==> src/rtl/shift_chain_pkg.sv <==
// Shared types and default sizing for the shift-chain sequencer and its arbiter.
package shift_chain_pkg;

    localparam int DEFAULT_WIDTH       = 4;
    localparam int DEFAULT_HOLD_CYCLES = 2;

    typedef enum logic [1:0] {
        ST_IDLE  = 2'd0,
        ST_SHIFT = 2'd1,
        ST_HOLD  = 2'd2
    } state_t;

    typedef logic req_id_t;

    function automatic int max_int(input int a, input int b);
        return (a > b) ? a : b;
    endfunction

endpackage

==> src/rtl/rr_arbiter2.sv <==
// Two-way round-robin arbiter: on a tie the requester that did not win last time is granted.
module rr_arbiter2
    import shift_chain_pkg::*;
(
    input  logic    valid0,
    input  logic    valid1,
    input  req_id_t last_grant,
    output logic    grant0,
    output logic    grant1,
    output req_id_t winner,
    output req_id_t next_pointer
);

    always_comb begin
        grant0 = 1'b0;
        grant1 = 1'b0;
        if (valid0 && valid1) begin
            grant0 = (last_grant == 1'b1);
            grant1 = (last_grant == 1'b0);
        end else begin
            grant0 = valid0;
            grant1 = valid1;
        end
        winner       = grant1;
        next_pointer = (grant0 || grant1) ? winner : last_grant;
    end

endmodule

==> src/rtl/shift_chain_sequencer.sv <==
// Arbitrates two requesters and shifts the granted word MSB-first into the LED chain.
// Optional word parity output enabled by SHIFT_CHAIN_SEQ_PARITY_EN.
//
// state | meaning
// IDLE  | waiting for a request, readies follow the arbiter
// SHIFT | one chain bit per cycle for WIDTH cycles
// HOLD  | word displayed for HOLD_CYCLES, done on the last one
module shift_chain_sequencer
    import shift_chain_pkg::*;
#(
    parameter int WIDTH       = DEFAULT_WIDTH,
    parameter int HOLD_CYCLES = DEFAULT_HOLD_CYCLES
) (
    input  logic             input_clock,
    input  logic             input_reset,
    input  logic             input_req0_valid,
    input  logic [WIDTH-1:0] input_req0_data,
    output logic             output_req0_ready,
    input  logic             input_req1_valid,
    input  logic [WIDTH-1:0] input_req1_data,
    output logic             output_req1_ready,
    output logic             output_busy,
    output logic             output_grant_id,
    output logic             output_shift_en,
    output logic             output_serial_bit,
    output logic [WIDTH-1:0] output_leds,
    output logic             output_done,
    output logic             output_parity
);

    localparam int CW = $clog2(max_int(WIDTH, HOLD_CYCLES) + 1);

    state_t           state, next_state;
    logic [WIDTH-1:0] leds, tx, aligned, accept_data;
    logic [CW-1:0]    counter;
    req_id_t          grant_id, pointer, winner, next_pointer;
    logic             grant0, grant1, accept;
    logic             shift_last, hold_last;

    rr_arbiter2 u_arbiter (
        .valid0       (input_req0_valid),
        .valid1       (input_req1_valid),
        .last_grant   (pointer),
        .grant0       (grant0),
        .grant1       (grant1),
        .winner       (winner),
        .next_pointer (next_pointer)
    );

    assign accept_data = winner ? input_req1_data : input_req0_data;
    assign shift_last  = (counter == CW'(WIDTH - 1));
    assign hold_last   = (counter == CW'(HOLD_CYCLES - 1));
    // MSB-first: bit WIDTH-1-counter moved down to position 0.
    assign aligned     = tx >> (CW'(WIDTH - 1) - counter);

    always_comb begin
        next_state        = state;
        accept            = 1'b0;
        output_req0_ready = 1'b0;
        output_req1_ready = 1'b0;
        output_busy       = 1'b0;
        output_shift_en   = 1'b0;
        output_serial_bit = 1'b0;
        output_done       = 1'b0;
        case (state)
            ST_IDLE: begin
                if (!input_reset) begin
                    output_req0_ready = grant0;
                    output_req1_ready = grant1;
                    accept            = grant0 | grant1;
                end
                if (accept) next_state = ST_SHIFT;
            end
            ST_SHIFT: begin
                if (!input_reset) begin
                    output_busy       = 1'b1;
                    output_shift_en   = 1'b1;
                    output_serial_bit = aligned[0];
                end
                if (shift_last) next_state = ST_HOLD;
            end
            ST_HOLD: begin
                output_busy = !input_reset;
                if (hold_last) begin
                    output_done = !input_reset;
                    next_state  = ST_IDLE;
                end
            end
            default: next_state = ST_IDLE;
        endcase
    end

    always_ff @(posedge input_clock) begin
        if (input_reset) begin
            state    <= ST_IDLE;
            leds     <= '0;
            tx       <= '0;
            counter  <= '0;
            grant_id <= 1'b0;
            pointer  <= 1'b1;
        end else begin
            state <= next_state;
            case (state)
                ST_IDLE: begin
                    if (accept) begin
                        tx       <= accept_data;
                        grant_id <= winner;
                        pointer  <= next_pointer;
                        counter  <= '0;
                    end
                end
                ST_SHIFT: begin
                    leds    <= {leds[WIDTH-2:0], output_serial_bit};
                    counter <= shift_last ? '0 : counter + CW'(1);
                end
                ST_HOLD: counter <= hold_last ? '0 : counter + CW'(1);
                default: counter <= '0;
            endcase
        end
    end

    assign output_leds     = leds;
    assign output_grant_id = grant_id;

`ifdef SHIFT_CHAIN_SEQ_PARITY_EN
    logic parity;

    always_ff @(posedge input_clock) begin
        if (input_reset) parity <= 1'b0;
        else if (accept) parity <= ^accept_data;
    end

    assign output_parity = parity;
`else
    assign output_parity = 1'b0;
`endif

endmodule

==> config.mk <==
export PLATFORM = sky130hd
export DESIGN_NAME = shift_chain_sequencer
export DESIGN_NICKNAME = d
export VERILOG_FILES = /design/src/rtl/shift_chain_pkg.sv /design/src/rtl/rr_arbiter2.sv /design/src/rtl/shift_chain_sequencer.sv
export SDC_FILE = /design/constraint.sdc
export NUM_CORES = 1
export LEC_CHECK = 0
export BUFFER_PORTS_ARGS = -buffer_cell sky130_fd_sc_hd__clkbuf_2
export CORE_MARGIN = 2
export CORE_UTILIZATION = 53
export CTS_BUF_LIST = sky130_fd_sc_hd__clkbuf_4 sky130_fd_sc_hd__clkbuf_8 sky130_fd_sc_hd__clkbuf_16
export CTS_CLUSTER_DIAMETER = 200
export DETAILED_ROUTE_END_ITERATION = 8
export PLACE_DENSITY = 0.91
export SETUP_SLACK_MARGIN = 0.02
export SKIP_CTS_REPAIR_TIMING = 1
export SYNTH_ARGS = -nofsm -noshare
export SYNTH_HDL_FRONTEND = slang
export SYNTH_SLANG_ARGS = --single-unit
==> constraint.sdc <==
create_clock -name input_clock -period 3.42 [get_ports input_clock]
set_input_delay 0.684 -clock input_clock [delete_from_list [all_inputs] [get_ports input_clock]]
set_output_delay 0.684 -clock input_clock [all_outputs]
set_load 0.02 [all_outputs]
Yosys cells after proc, flatten, opt, wreduce, memory -nomap -nowiden

Cells that the tools add are included.
Widths: inputs -> output; s select.

Register bits: 15
Output and inout bits: 12

Add/subtract/negate cells: 2
Equality and inequality tests: 8
Shift operators: 1
Muxes and demuxes: 25
Bitwise operators: 2
Reduce and logical (&&, ||, !) cells: 7

Operators with widths:

| kind                | number |
|---|---|
| $mux 1              | 15 |
| $mux 3              | 3 |
| $pmux 3 s3          | 1 |
| $ne 2x2->1 const B  | 4 |
| $mux 2              | 3 |
| $pmux 2 s3          | 1 |
| $reduce_and 3->1    | 2 |
| $mux 4              | 1 |
| $shr 4x3->1         | 1 |
| $add 3x1->3 const B | 1 |
| $eq 3x1->1 const B  | 1 |
| $eq 3x2->1 const B  | 1 |
| $sub 2x3->3 const A | 1 |
| $eq 2x1->1 const B  | 1 |
| $eq 2x2->1 const B  | 1 |
| $logic_not 2->1     | 1 |
| $pmux 1 s2          | 1 |
| $reduce_and 2->1    | 1 |
| $logic_and 1x1->1   | 1 |
| $logic_not 1->1     | 1 |
| $logic_or 1x1->1    | 1 |
| $not 1->1           | 1 |
| $or 1x1->1          | 1 |

Longest topological paths before layout

Gate-level depths: netlist (run 1).

Depth after elaboration: 8
Depth in mapped cells: 7
Gate-level depth less buffers: 6

Modules after synthesis

A second synthesis (run 1) with hierarchy kept.

Cell total of the unflattened synthesis: 97
Area, all modules: 854.6 µm²

By module, submodules not included:

| module                | times used | cells an instance | area an instance (µm²) | sequential area each (µm²) |
|---|---|---|---|---|
| shift_chain_sequencer | 1          | 91                | 819.5                  | 300.3 |
| rr_arbiter2           | 1          | 6                 | 35.0                   | 0.0 |

Least setup slack after synthesis (run 1)

No wires, ideal clock.

Path type: input-to-output
Start: in input_reset
End: out output_busy
Arrival time: 1.537 ns
Data required time: 2.736 ns
Slack: 1.199 ns
Cell stages on the path: 3
Path buffers: 2
Cell sequence: clkbuf_2 -> clkbuf_1 -> nor3_1

Word-level cells in the longest chain between the ends: 2

RTL lines:

| element                                   | line                                                     | source |
|---|---|---|
| start, declared                           | shift_chain_sequencer.sv:15                              | `input logic input_reset,` |
| $mux 1 or $logic_not 1->1 (tied branches) | shift_chain_sequencer.sv:75, shift_chain_sequencer.sv:83 |  |
| $pmux 1 s2 (*)                            | shift_chain_sequencer.sv:65                              | `case (state)` |
| end, declared                             | shift_chain_sequencer.sv:22                              | `output logic output_busy,` |

Every way passes the cells marked *; elsewhere a longest branch is shown, timed or not.

Final worst setup path (run 1)

Start: in counter[0]
End: out output_serial_bit

Word-level cells in the longest chain between the ends: 4

RTL lines:

| element         | line                        | source |
|---|---|---|
| start, declared | shift_chain_sequencer.sv:35 | `logic [CW-1:0] counter;` |
| $sub 2x3->3     | shift_chain_sequencer.sv:54 | `assign aligned = tx >> (CW'(WIDTH - 1) - counter);` |
| $shr 4x3->1     | shift_chain_sequencer.sv:54 |  |
| $mux 1          | shift_chain_sequencer.sv:75 | `if (!input_reset) begin` |
| $mux 1          | shift_chain_sequencer.sv:65 |  |
| end, declared   | shift_chain_sequencer.sv:25 | `output logic output_serial_bit,` |

Every way passes these cells.

==> impl_results.md, run 1 <==
* Result of the run: completed
* Final number of max-transition violations at 0
* Clock H-tree levels at 1
* Arr. time, crit path at 1.61 ns
* End point of the worst hold path: tx[1]$_SDFFE_PP0P_
* Number of rows created at floorplan at 14
* Cell at the root of the clock tree: sky130_fd_sc_hd__clkbuf_4
* Setup repair after global routing missed its margin: no
* WL/cell at approximately 13 µm
* Detailed placer's ending HPWL at approximately 1.3 mm
* Part of the cycle the worst path needs at 0.6694
* Number of fill cells in the layout at 117
* Number of buffer cells added on primary ports at 22
* Pint at 0.0003713 W
* Master of the slowest instance on the critical path: sky130_fd_sc_hd__mux4_2
* CTS tree: done
* CTS sink cnt at 15
* DR DRC count at 0
* Detailed-routing iteration count for the pre-antenna-repair pass at 4
* VDD IR-drop max at 0.0003140 V
* Largest stage delay, worst path at 0.55 ns
* Initial cell density of the core at 0.5529
* Max cap viols at 0
* Latest clock arrival within the worst-skew pair at about 0.28 ns
* Combined global-route utilization of all metal layers at 0.1890
* TritonCTS Buffers at 3
* Hold Path Stages at 1
* Flops & latches, synth at 15
* Crit Reg-Reg Startpoint: state[1]$_SDFFE_PP0P_
* Wire length of the first global-routing pass at 2.649 mm
* Final weighted congestion in routability-driven placement at 0.7949
* Chain of cells forming the critical path: mux4_2, and3_1, clkbuf_2
* Finished Core Util at 0.6445
* Switching share of power at 0.3927
* Static Leakage at 0.4324 nW
* Number of antenna violations at the first check in global routing at 0
* Number of instances in the placed design at 127
* Syn Nets at 110
* Post-Synthesis Cells at 93
* Number of buffers between clock root and the deepest sink at 2
* Part of the power in the clock network at 0.162
* Worst relative slew slack at 0.5749
* Core ar. at 0.001489 mm²
* Starting DRC count in detailed routing at 26
* Avg Vias per Cell at 5.588
* Total net switching power at 0.0002401 W
* Setup Skew at 0.004729 ns
* Antenna viol nets, final at 0
* Worst slack, placed at 1.231 ns
* Area Growth Syn to Fin at 16.57%
* Die footprint at 0.001884 mm²
* Maximum number of pins on one net before global-route repair at 18
* Total negative setup slack at 0 ns
* Highest attainable clock frequency at 436.8 MHz
* Setup-failing EPs final at 0
* Post-synthesis sequential area ratio at 0.3647
* Via count of the first global-routing pass at 682
* Critical-path maximum fanout at 6
* Overall power at 0.0006113 W
* Syn Area/Cell at 8.853 µm²
* Number of warnings issued by yosys at 0
* Worst Max-Slew Pin Slew at 0.6335 ns
* Number of endpoints with negative hold slack in the final report at 0
* Non-Filler Instances at 131
* Final critical delay including setup and external delays at 2.289 ns
* Fraction of final layout cells sized beyond drive strength 1 at 0.2870
* Cell area after synthesis at 823.3 µm²
* Pwr Density at 637.0 mW/mm²
* Number of antenna diodes at 0
* R2R Path End: counter[2]$_SDFFE_PP0P_
* # IOs at 24
* Cell variety after synth at 31
* Type of origin of the critical path: register
* Via count of the routed design at ~730
* Register-to-register setup slack at ~1.7 ns
* Comb pwr share at 0.456
* Portion of total power attributed to sequential cells at 0.383
* Endpoint kind of the worst setup timing path: primary output
* Final setup slack of the worst path at 1.131 ns
* Clock input transition at the sequential cells of the worst setup and hold paths at 0.09 ns
* Hold path startpoint: tx[1]$_SDFFE_PP0P_
* Data required time at the worst endpoint at 2.74 ns
* Net count reported at finish at 133
* Type of the worst setup path: reg2out
* Die boundary height at roughly 43 µm
* Total gr overflow at 0
* Die width at between 40 and 50 µm
* Worst hold path type: reg2reg
* Final routed wirelength across all metal layers at 1.651 mm
* Worst reg2reg path depth at 6
## cell usage in the layout (no fill, tap or decap)
cell type / n
sky130_fd_sc_hd__clkbuf_2: 22
sky130_fd_sc_hd__dfxtp_1: 15
sky130_fd_sc_hd__nor2_1: 12
sky130_fd_sc_hd__mux2i_1: 7
sky130_fd_sc_hd__a21oi_1: 6
sky130_fd_sc_hd__inv_1: 5
sky130_fd_sc_hd__ha_1: 5
sky130_fd_sc_hd__and3_1: 4
sky130_fd_sc_hd__nand2b_1: 4
sky130_fd_sc_hd__a31o_2: 4
sky130_fd_sc_hd__nand3b_1: 3
sky130_fd_sc_hd__o21ai_0: 3
sky130_fd_sc_hd__nand2_1: 3
sky130_fd_sc_hd__clkbuf_4: 3
sky130_fd_sc_hd__nor2b_1: 2
sky130_fd_sc_hd__o21a_1: 2
sky130_fd_sc_hd__a31oi_1: 2
sky130_fd_sc_hd__mux4_2: 1
sky130_fd_sc_hd__nor3_1: 1
sky130_fd_sc_hd__a21boi_2: 1
sky130_fd_sc_hd__and2_1: 1
sky130_fd_sc_hd__o21ai_1: 1
sky130_fd_sc_hd__a21bo_2: 1
sky130_fd_sc_hd__nand3_1: 1
sky130_fd_sc_hd__nand4b_1: 1
sky130_fd_sc_hd__a22oi_1: 1
sky130_fd_sc_hd__or4_1: 1
sky130_fd_sc_hd__o32ai_1: 1
sky130_fd_sc_hd__conb_1: 1
sky130_fd_sc_hd__clkinv_2: 1
## layer usage
metal  vias up  GRT usage  share of wire  routed length [µm]
met2        23     0.3522           0.52                 860
met4         0    0.06061          0.010                  17
met3         2    0.06250          0.055                  90
met1       335     0.1979           0.41                 682
li1        372          -              -                   -
met5         -          0              0                   0
## through the flow
step | hold slack, ns | cell area [µm²]
6_report | 0.4884 | 959.7
5_1_grt | 0.5214 | 959.7
3_5_place_dp | 0.4683 | 932.1
4_1_cts | 0.4915 | 959.7
3_3_place_gp | 0.4663 | 932.1
2_1_floorplan | 0.4544 | 823.3
## state kept, by name (all words and copies together) (netlist names)
register,count
output_leds,4
state,2
output_grant_id,1
tx,4
pointer,1
counter,3
## worst max path at each step
stage | start | end | slack, ns | cells after the start
3_3_place_gp | input_req1_valid | output_req1_ready | 1.28 | 4
3_5_place_dp | input_req1_valid | output_req1_ready | 1.23 | 4
2_1_floorplan | input_reset | output_busy | 1.20 | 3
5_1_grt | state[1]$_SDFFE_PP0P_ | output_busy | 1.04 | 5
4_1_cts | counter[0]$_SDFFE_PP0P_ | output_serial_bit | 1.11 | 3
6_report | counter[0]$_SDFFE_PP0P_ | output_serial_bit | 1.13 | 3
## critical path, delay by kind of cell, from the launching register on
kind | cells | cell delay, ns
AND/OR/NAND/NOR | 1 | 0.18
buffers and inverters | 1 | 0.15
multiplexers | 1 | 0.55
flip-flops | 1 | 0.45
## cell usage after synthesis
| cell | instances | share of area |
|---|---|---|
| sky130_fd_sc_hd__a21oi_1 | 6 | 0.036 |
| sky130_fd_sc_hd__a31o_2 | 4 | 0.043 |
| sky130_fd_sc_hd__buf_4 | 1 | 0.0091 |
| sky130_fd_sc_hd__a31oi_1 | 2 | 0.015 |
| sky130_fd_sc_hd__nand2_1 | 3 | 0.014 |
| sky130_fd_sc_hd__and2_1 | 1 | 0.0076 |
| sky130_fd_sc_hd__nand3_1 | 1 | 0.0061 |
| sky130_fd_sc_hd__clkbuf_1 | 1 | 0.0046 |
| sky130_fd_sc_hd__nor3_1 | 1 | 0.0061 |
| sky130_fd_sc_hd__dfxtp_1 | 15 | 0.36 |
| sky130_fd_sc_hd__a21boi_2 | 1 | 0.014 |
| sky130_fd_sc_hd__nand3b_1 | 3 | 0.027 |
| sky130_fd_sc_hd__nand4b_1 | 1 | 0.011 |
| sky130_fd_sc_hd__mux2i_1 | 7 | 0.085 |
| sky130_fd_sc_hd__and3_1 | 4 | 0.030 |
| sky130_fd_sc_hd__a21bo_2 | 1 | 0.012 |
| sky130_fd_sc_hd__nor2b_1 | 2 | 0.015 |
| sky130_fd_sc_hd__clkbuf_2 | 1 | 0.0061 |
| sky130_fd_sc_hd__mux4_2 | 1 | 0.027 |
| sky130_fd_sc_hd__a22oi_1 | 1 | 0.0091 |
| sky130_fd_sc_hd__nor2_1 | 12 | 0.055 |
| sky130_fd_sc_hd__o21a_1 | 2 | 0.018 |
| sky130_fd_sc_hd__conb_1 | 1 | 0.0046 |
| sky130_fd_sc_hd__o21ai_1 | 1 | 0.0061 |
| sky130_fd_sc_hd__inv_1 | 5 | 0.023 |
| sky130_fd_sc_hd__o21ai_0 | 3 | 0.018 |
| sky130_fd_sc_hd__buf_2 | 1 | 0.0061 |
| sky130_fd_sc_hd__ha_1 | 5 | 0.076 |
| sky130_fd_sc_hd__or4_1 | 1 | 0.0091 |
| sky130_fd_sc_hd__o32ai_1 | 1 | 0.011 |
| sky130_fd_sc_hd__nand2b_1 | 4 | 0.030 |
## area by class of cell
cell class	instances	area (µm²)	share of cell area
Multi-Input combinational cell	69	483.0	0.5033
Sequential cell	15	300.3	0.3129
Timing Repair Buffer	22	110.1	0.1147
Clock buffer	3	22.52	0.02347
Tap cell	16	20.02	0.02086
Inverter	5	18.77	0.01956
Clock inverter	1	5.005	0.005215
## power by group through the flow
stage,clock network (W),logic [W],registers (W)
finish,0.0000988,0.000279,0.000234
global placement,0,0.000266,0.000236
global route,0.000110,0.000308,0.000239
CTS,0.000105,0.000280,0.000234
floorplan,0,0.000210,0.000238
detailed placement,0,0.000278,0.000238
## cells by family (layout without fill, tap and decap cells)
family                   after synthesis  after routing  synth area share
AO/OA/AOI/OAI                         22             22            0.1824
adder cells (fa/ha/maj)                5              5           0.07599
buffers and inverters                  9             31           0.04862
flip-flops                            15             15            0.3647
multiplexers                           8              8            0.1125
other                                  1              1          0.004555
AND/OR/NAND/NOR                       33             33            0.2112
(Power assumes the default switching activity.)
==> inputs of run 2 (changes only) <==
--- a/config.mk
+++ b/config.mk
@@ -5,13 +5,14 @@
 export SDC_FILE = /design/constraint.sdc
 export NUM_CORES = 1
 export LEC_CHECK = 0
+export ABC_AREA = 1
 export BUFFER_PORTS_ARGS = -buffer_cell sky130_fd_sc_hd__clkbuf_2
 export CORE_MARGIN = 2
-export CORE_UTILIZATION = 53
+export CORE_UTILIZATION = 49
 export CTS_BUF_LIST = sky130_fd_sc_hd__clkbuf_4 sky130_fd_sc_hd__clkbuf_8 sky130_fd_sc_hd__clkbuf_16
 export CTS_CLUSTER_DIAMETER = 200
 export DETAILED_ROUTE_END_ITERATION = 8
-export PLACE_DENSITY = 0.91
+export PLACE_DENSITY = 0.86
 export SETUP_SLACK_MARGIN = 0.02
 export SKIP_CTS_REPAIR_TIMING = 1
 export SYNTH_ARGS = -nofsm -noshare
==> constraint.sdc (replaced) <==
create_clock -name input_clock -period 2.4 [get_ports input_clock]
set_input_delay 0.48 -clock input_clock [delete_from_list [all_inputs] [get_ports input_clock]]
set_output_delay 0.48 -clock input_clock [all_outputs]
set_load 0.02 [all_outputs]
==> run 2 against run 1 <==
Critical path depth grew 4; register-to-register slack lost 0.63 ns; first-iteration DRC count shrank 27%; synthesized cell count grew 27%; synthesized area shrank 0.30%; die area grew 7.1%; sequential power grew 66%; final area grew 1.7%; highest routed layer unchanged; hold slack lost 0.079 ns; clock skew shrank 0.0019 ns; worst setup slack lost 0.80 ns.
==> impl_results.md, run 2 <==
* Maximum number of pins on one net before global-route repair at 12 (was 18)
* Cell type with the largest total area after synthesis: sky130_fd_sc_hd__dfxtp_1 (unchanged)
* CTS sink cnt at 15 (unchanged)
* Clock H-tree levels at 1 (unchanged)
* Final number of max-transition violations at 0 (unchanged)
* Number of rows created at floorplan at 14 (unchanged)
* List of most frequent post-synthesis cells: sky130_fd_sc_hd__nand2_1, sky130_fd_sc_hd__dfxtp_1, sky130_fd_sc_hd__inv_1, sky130_fd_sc_hd__nor2_1, sky130_fd_sc_hd__nand3_1 (was sky130_fd_sc_hd__dfxtp_1, sky130_fd_sc_hd__nor2_1, sky130_fd_sc_hd__mux2i_1)
* Number of endpoints with negative hold slack in the final report at 0 (unchanged)
* Net count reported at finish at 161 (was 133)
* Post-Synthesis Cells at 118 (was 93)
* DR DRC count at 0 (unchanged)
* R2R Path End: tx[1]$_SDFFE_PP0P_ (was counter[2]$_SDFFE_PP0P_)
* Cell at the root of the clock tree: sky130_fd_sc_hd__clkbuf_4 (unchanged)
* Max cap viols at 0 (unchanged)
* Part of the cycle the worst path needs at 0.8622
* # IOs at 24 (unchanged)
* Die boundary height at 44.93 µm (was 43.41 µm)
* Final weighted congestion in routability-driven placement at 0.8553 (was 0.7949)
* Critical-path maximum fanout at 8 (was 6)
* Number of buffer cells added on primary ports at 22 (unchanged)
* Wire length of the first global-routing pass at 3.036 mm (was 2.649 mm)
* Highest attainable clock frequency at approximately 480 MHz
* End point of the worst hold path: output_leds[0]$_SDFFE_PP0P_ (was tx[1]$_SDFFE_PP0P_)
* Proportion of netlist area held by the largest area contributor at 0.3659 (was 0.3647)
* Setup Skew at 0.002878 ns (was 0.004729 ns)
* Clock input transition at the sequential cells of the worst setup and hold paths at 0.09 ns (about the same)
* Largest stage delay, worst path at 0.34 ns (was 0.55 ns)
* Share of synthesized flip-flops with an asynchronous set or reset at 0 (unchanged)
* Final routed wirelength across all metal layers at 1.721 mm (was 1.651 mm)
* Crit Reg-Reg Startpoint: state[0]$_SDFFE_PP0P_ (was state[1]$_SDFFE_PP0P_)
* Die width at 44.93 µm (was 43.41 µm)
* Number of antenna violations at the first check in global routing at 0 (unchanged)
* Most common cell after layout, fill and taps aside: sky130_fd_sc_hd__nand2_1 (was sky130_fd_sc_hd__clkbuf_2)
* Library cell appearing most often on the critical path: sky130_fd_sc_hd__inv_1
* Arr. time, crit path at 1.59 ns (was 1.61 ns)
* Via count of the routed design at 817 (was 732)
* Static Leakage at 0.5040 nW (was 0.4324 nW)
* Post-synthesis sequential area ratio at 0.3659 (was 0.3647)
* Setup-failing EPs final at 0 (unchanged)
* Cell area after synthesis at 820.8 µm² (was 823.3 µm²)
* Area Growth Syn to Fin at 18.90% (was 16.57%)
* Worst reg2reg path depth at 7 (was 6)
* Endpoint kind of the worst setup timing path: primary output (unchanged)
* Combined global-route utilization of all metal layers at 0.2048 (was 0.1890)
* Register-to-register setup slack at 1.07 ns (was 1.70 ns)
* Die footprint at 0.002018 mm² (was 0.001884 mm²)
* Main synth FF type: sky130_fd_sc_hd__dfxtp_1 (unchanged)
* TritonCTS Buffers at 3 (unchanged)
* Chain of cells forming the critical path: inv_1, ha_1, nand2_2, nor2_4, nand2_1, inv_1, clkbuf_2 (was mux4_2, and3_1, clkbuf_2)
* Starting DRC count in detailed routing at 19 (was 26)
* Initial cell density of the core at 0.5325 (was 0.5529)
* Detailed placer's ending HPWL at 1.325 mm (was 1.297 mm)
* Avg Vias per Cell at 5.138 (was 5.588)
* CTS tree: done (unchanged)
* Number of fill cells in the layout at 147 (was 117)
* Pwr Density at 1062 mW/mm² (was 637.0 mW/mm²)
* Finished Core Util at 0.6331 (was 0.6445)
* Core ar. at 0.001541 mm² (was 0.001489 mm²)
* Master of the slowest instance on the critical path: sky130_fd_sc_hd__dfxtp_1 (was sky130_fd_sc_hd__mux4_2)
* Total gr overflow at 0 (unchanged)
* Total negative setup slack at 0 ns (unchanged)
* VDD IR-drop max at 0.0004655 V (was 0.0003140 V)
* Antenna viol nets, final at 0 (unchanged)
* Data required time at the worst endpoint at 1.92 ns (was 2.74 ns)
* Setup repair after global routing missed its margin: no (unchanged)
* Most frequent cells in the layout: sky130_fd_sc_hd__nand2_1, sky130_fd_sc_hd__clkbuf_2, sky130_fd_sc_hd__dfxtp_1 (was sky130_fd_sc_hd__clkbuf_2, sky130_fd_sc_hd__dfxtp_1, sky130_fd_sc_hd__nor2_1)
* Number of warnings issued by yosys at 0 (unchanged)
* Detailed-routing iteration count for the pre-antenna-repair pass at 5 (was 4)
* Latest clock arrival within the worst-skew pair at 0.28 ns (about the same)
* Type of origin of the critical path: register (unchanged)
* Syn Area/Cell at 6.956 µm² (was 8.853 µm²)
* Worst hold path type: in2reg (was reg2reg)
* Main area contributors after synthesis: sky130_fd_sc_hd__dfxtp_1, sky130_fd_sc_hd__nand2_1, sky130_fd_sc_hd__ha_1 (was sky130_fd_sc_hd__dfxtp_1, sky130_fd_sc_hd__mux2i_1, sky130_fd_sc_hd__ha_1)
* Syn Nets at 135 (was 110)
* Result of the run: completed (unchanged)
* Fraction of final layout cells sized beyond drive strength 1 at 0.2378 (was 0.2870)
* Number of antenna diodes at 0 (unchanged)
* Type of the worst setup path: reg2out (unchanged)
* Final critical delay including setup and external delays at 2.069 ns
* Number of buffers between clock root and the deepest sink at 2 (unchanged)
* Hold path startpoint: input_reset (was tx[1]$_SDFFE_PP0P_)
* Via count of the first global-routing pass at 757 (was 682)
* Top-count cell post-synth: sky130_fd_sc_hd__nand2_1 (was sky130_fd_sc_hd__dfxtp_1)
* Flops & latches, synth at 15 (unchanged)
* WL/cell at 10.82 µm (was 12.60 µm)
* Count of flip-flops with a built-in enable after synthesis at 0 (unchanged)
* Hold Path Stages at 2 (was 1)
* Cell variety after synth at 23 (was 31)
-- run 2: changes by cell type in the layout (fill, tap and decap cells not counted), sizes merged, moves of 2 or more --
cell	before	now
and3	4	0
a31oi	2	0
nand2b	4	0
nor2b	2	0
nand3	1	13
o21ai	4	14
nor2	12	15
inv	5	15
o21a	2	0
nand3b	3	0
a31o	4	0
mux2i	7	0
nand2	3	28
-- run 2: power by group --
group	internal [W]	leakage, nW	switching, W
registers	0.000329	0.123	0.0000596
logic	0.000174	0.362	0.000318
clock network	0.0000758	0.0184	0.0000795
total	0.000579	0.504	0.000458
-- run 2: through the flow --
step / total power (W) / worst slack, ns / hold slack, ns / std cells / area, µm²
after floorplan: 0.0007567 / 0.6500 / 0.4510 / 118 / 820.8
after global placement: 0.0008727 / 0.6350 / 0.4668 / 155 / 945.9
after detailed placement: 0.0008859 / 0.5937 / 0.4648 / 155 / 945.9
after CTS: 0.001042 / 0.3292 / 0.4051 / 159 / 975.9
after global routing: 0.001139 / 0.1845 / 0.4260 / 159 / 975.9
final: 0.001036 / 0.3308 / 0.4097 / 159 / 975.9
-- run 2: cells by family after synthesis --
group,share of synthesized area
AND/OR/NAND/NOR,0.3171
AO/OA/AOI/OAI,0.1524
buffers and inverters,0.08383
flip-flops,0.3659
adder cells (fa/ha/maj),0.07622
other,0.004569
-- run 2: critical path, delay by kind of cell (launching register included) --
| family | cells | cell delay (ns) |
|---|---|---|
| fa+ha+maj | 1 | 0.30 |
| buf+inv | 3 | 0.31 |
| flops | 1 | 0.34 |
| simple gates | 3 | 0.36 |
-- run 2: worst max-delay path by stage --
| stage | startpoint | end | cells past startpoint | slack (ns) |
|---|---|---|---|---|
| 3_3_place_gp | input_reset | output_req1_ready | 7 | 0.63 |
| 5_1_grt | state[0]$_SDFFE_PP0P_ | output_req1_ready | 7 | 0.18 |
| 6_report | state[0]$_SDFFE_PP0P_ | output_req1_ready | 7 | 0.33 |
| 2_1_floorplan | state[1]$_SDFFE_PP0P_ | output_busy | 4 | 0.65 |
| 4_1_cts | state[0]$_SDFFE_PP0P_ | output_req1_ready | 7 | 0.33 |
| 3_5_place_dp | input_reset | output_req1_ready | 7 | 0.59 |
-- run 2: cell type report --
cell class	count	area, µm²	area share
clock buffer	4	30.03	0.03077
inverter	15	56.30	0.05769
multi-input combinational	86	451.7	0.4628
sequential	15	300.3	0.3077
tap	16	20.02	0.02051
timing repair buffer	23	117.6	0.1205
-- run 2: layer usage --
metal  track usage  share of wire
met1        0.2512           0.48
met4       0.08824          0.015
met2        0.3486           0.45
met5             0              0
met3       0.03600          0.052
==> inputs of run 3 (changes only) <==
--- a/config.mk
+++ b/config.mk
@@ -7,14 +7,17 @@
 export LEC_CHECK = 0
 export ABC_AREA = 1
 export BUFFER_PORTS_ARGS = -buffer_cell sky130_fd_sc_hd__clkbuf_2
+export CELL_PAD_IN_SITES_DETAIL_PLACEMENT = 1
+export CELL_PAD_IN_SITES_GLOBAL_PLACEMENT = 1
 export CORE_MARGIN = 2
-export CORE_UTILIZATION = 49
+export CORE_UTILIZATION = 34
 export CTS_BUF_LIST = sky130_fd_sc_hd__clkbuf_4 sky130_fd_sc_hd__clkbuf_8 sky130_fd_sc_hd__clkbuf_16
 export CTS_CLUSTER_DIAMETER = 200
 export DETAILED_ROUTE_END_ITERATION = 8
 export PLACE_DENSITY = 0.86
 export SETUP_SLACK_MARGIN = 0.02
 export SKIP_CTS_REPAIR_TIMING = 1
+export SLEW_MARGIN = 30
 export SYNTH_ARGS = -nofsm -noshare
 export SYNTH_HDL_FRONTEND = slang
 export SYNTH_SLANG_ARGS = --single-unit
==> run 3 against run 2 <==
Clock power grew 5%; combinational power grew 3%; final area grew 0.77%; clock skew is essentially flat; count of clock-buffer cells in the layout is the same.
==> impl_results.md, run 3 (synthesis gave the netlist of run 2 again) <==
* Result of the run: completed (unchanged)
* Type of the worst setup path: reg2out (unchanged)
* Final number of max-transition violations at 0 (unchanged)
* Most common cell after layout, fill and taps aside: sky130_fd_sc_hd__nand2_1 (unchanged)
* Die footprint at 0.002823 mm² (was 0.002018 mm²)
* CTS tree: done (unchanged)
* Final setup slack of the worst path at 0.2345 ns (was 0.3308 ns)
* Most Crowded Layer GR: met2 (unchanged)
* Via count of the routed design at 836 (was 817)
* TritonCTS Buffers at 3 (unchanged)
* WL/cell at 12.36 µm (was 10.82 µm)
* Detailed placer's ending HPWL at 1.739 mm (was 1.325 mm)
* Arr. time, crit path at 1.69 ns (was 1.59 ns)
* Die width at 53.14 µm (was 44.93 µm)
* Combined global-route utilization of all metal layers at 0.1827 (was 0.2048)
* Clock input transition at the sequential cells of the worst setup and hold paths at 0.09 ns (about the same)
* Final weighted congestion in routability-driven placement at 0.8225 (was 0.8553)
* Setup Skew at 0.002857 ns (was 0.002878 ns)
* Met2 Track Usage GR at 0.3354 (was 0.3486)
* Worst slack, placed at 0.4386 ns (was 0.5937 ns)
* Via count of the first global-routing pass at 859 (was 757)
* Total gr overflow at 0 (unchanged)
* Setup repair after global routing missed its margin: no (unchanged)
* CTS sink cnt at 15 (unchanged)
* Number of endpoints with negative hold slack in the final report at 0 (unchanged)
* Number of buffer cells added on primary ports at 22 (unchanged)
* Max cap viols at 0 (unchanged)
* VDD IR-drop max at 0.0004098 V (was 0.0004655 V)
* Clock H-tree levels at 1 (unchanged)
* Overall power at 0.001056 W (was 0.001036 W)
* Worst hold path type: in2reg (unchanged)
* # IOs at 24 (unchanged)
* Area Growth Syn to Fin at 19.82% (was 18.90%)
* Met3 layer usage reported by global route at 0.04802 (was 0.03600)
* Part of the cycle the worst path needs at 0.9023 (was 0.8622)
* Antenna viol nets, final at 0 (unchanged)
* Type of origin of the critical path: register (unchanged)
* Data required time at the worst endpoint at 1.92 ns (about the same)
* Non-Filler Instances at 170 (was 159)
* Number of antenna diodes at 0 (unchanged)
* Starting DRC count in detailed routing at 5 (was 19)
* Latest clock arrival within the worst-skew pair at 0.29 ns (was 0.28 ns)
* Pwr Density at 1074 mW/mm² (was 1062 mW/mm²)
* Number of antenna violations at the first check in global routing at 0 (unchanged)
* Detailed-routing iteration count for the pre-antenna-repair pass at 4 (was 5)
* Die boundary height at 53.14 µm (was 44.93 µm)
* Met1 track demand over resource in global routing at 0.1859 (was 0.2512)
* Endpoint kind of the worst setup timing path: primary output (unchanged)
* Number of instances in the placed design at 166 (was 155)
* Static Leakage at 0.4992 nW (was 0.5040 nW)
* Initial cell density of the core at 0.3640 (was 0.5325)
* Avg Vias per Cell at 4.918 (was 5.138)
* Most frequent cells in the layout: sky130_fd_sc_hd__nand2_1, sky130_fd_sc_hd__clkbuf_2, sky130_fd_sc_hd__dfxtp_1 (unchanged)
* Highest attainable clock frequency at 461.8 MHz (was 483.3 MHz)
* Cell at the root of the clock tree: sky130_fd_sc_hd__clkbuf_4 (unchanged)
* Number of rows created at floorplan at 17 (was 14)
* Core ar. at 0.002255 mm² (was 0.001541 mm²)
* Number of fill cells in the layout at 321 (was 147)
* Critical-path maximum fanout at 8 (unchanged)
* DR DRC count at 0 (unchanged)
* Number of buffers between clock root and the deepest sink at 2 (unchanged)
* Setup-failing EPs final at 0 (unchanged)
* Maximum number of pins on one net before global-route repair at 19 (was 12)
* Wire length of the first global-routing pass at 3.615 mm (was 3.036 mm)
* Fraction of final layout cells sized beyond drive strength 1 at 0.2324 (was 0.2378)
* Net count reported at finish at 160 (was 161)
* Total negative setup slack at 0 ns (unchanged)
* Final critical delay including setup and external delays at 2.166 ns (was 2.069 ns)
* Final routed wirelength across all metal layers at 2.102 mm (was 1.721 mm)
==> run 3: changes by cell type in the layout (fill, tap and decap cells not counted) <==
cell	change
sky130_fd_sc_hd__buf_4	-1
==> run 3: path summary, 6_finish.rpt <==
check                                 to  depth (start not counted)                   startpoint  slack [ns]
max                    output_req1_ready                          7        state[1]$_SDFFE_PP0P_        0.23
max reg2reg           tx[2]$_SDFFE_PP0P_                          7        state[1]$_SDFFE_PP0P_        0.97
min          output_leds[0]$_SDFFE_PP0P_                          2                  input_reset        0.40
min reg2reg  output_leds[0]$_SDFFE_PP0P_                          2  output_leds[0]$_SDFFE_PP0P_        0.49
==> run 3: report_power, final <==
group          internal [W]  switching, W  leakage, nW
Clock             0.0000760     0.0000863       0.0184
Combinational      0.000173      0.000334        0.357
Sequential         0.000329     0.0000584        0.123
Total              0.000578      0.000478        0.499
==> run 3: stage by stage <==
stage          area (µm²)    util  hold slack (ns)
2_1_floorplan       820.8       -           0.4510
3_5_place_dp        953.4  0.4229           0.4765
6_report            983.4  0.4362           0.3989
3_3_place_gp        953.4  0.4229           0.4705
5_1_grt             983.4  0.4362           0.3918
4_1_cts             983.4  0.4362           0.3916
==> run 3: routing by layer <==
layer  wire length, µm  share of wire
met3               125          0.059
met2              1115           0.53
met4                39          0.019
met5                 0              0
met1               822           0.39
==> run 3: area by class of cell <==
type                       instances  area (µm²)  area share
tap                               28       35.03     0.03562
clock buffer                       4       30.03     0.03053
sequential                        15       300.3      0.3053
timing repair buffer              22       110.1      0.1120
inverter                          15       56.30     0.05725
multi-input combinational         86       451.7      0.4593
==> run 3: worst max-delay path, stage by stage (launching register included) <==
cell	delay, ns
sky130_fd_sc_hd__dfxtp_1	0.33
sky130_fd_sc_hd__inv_1	0.10
sky130_fd_sc_hd__ha_1	0.34
sky130_fd_sc_hd__nand2_2	0.12
sky130_fd_sc_hd__nor2_4	0.17
sky130_fd_sc_hd__nand2_1	0.12
sky130_fd_sc_hd__inv_1	0.07
sky130_fd_sc_hd__clkbuf_2	0.16
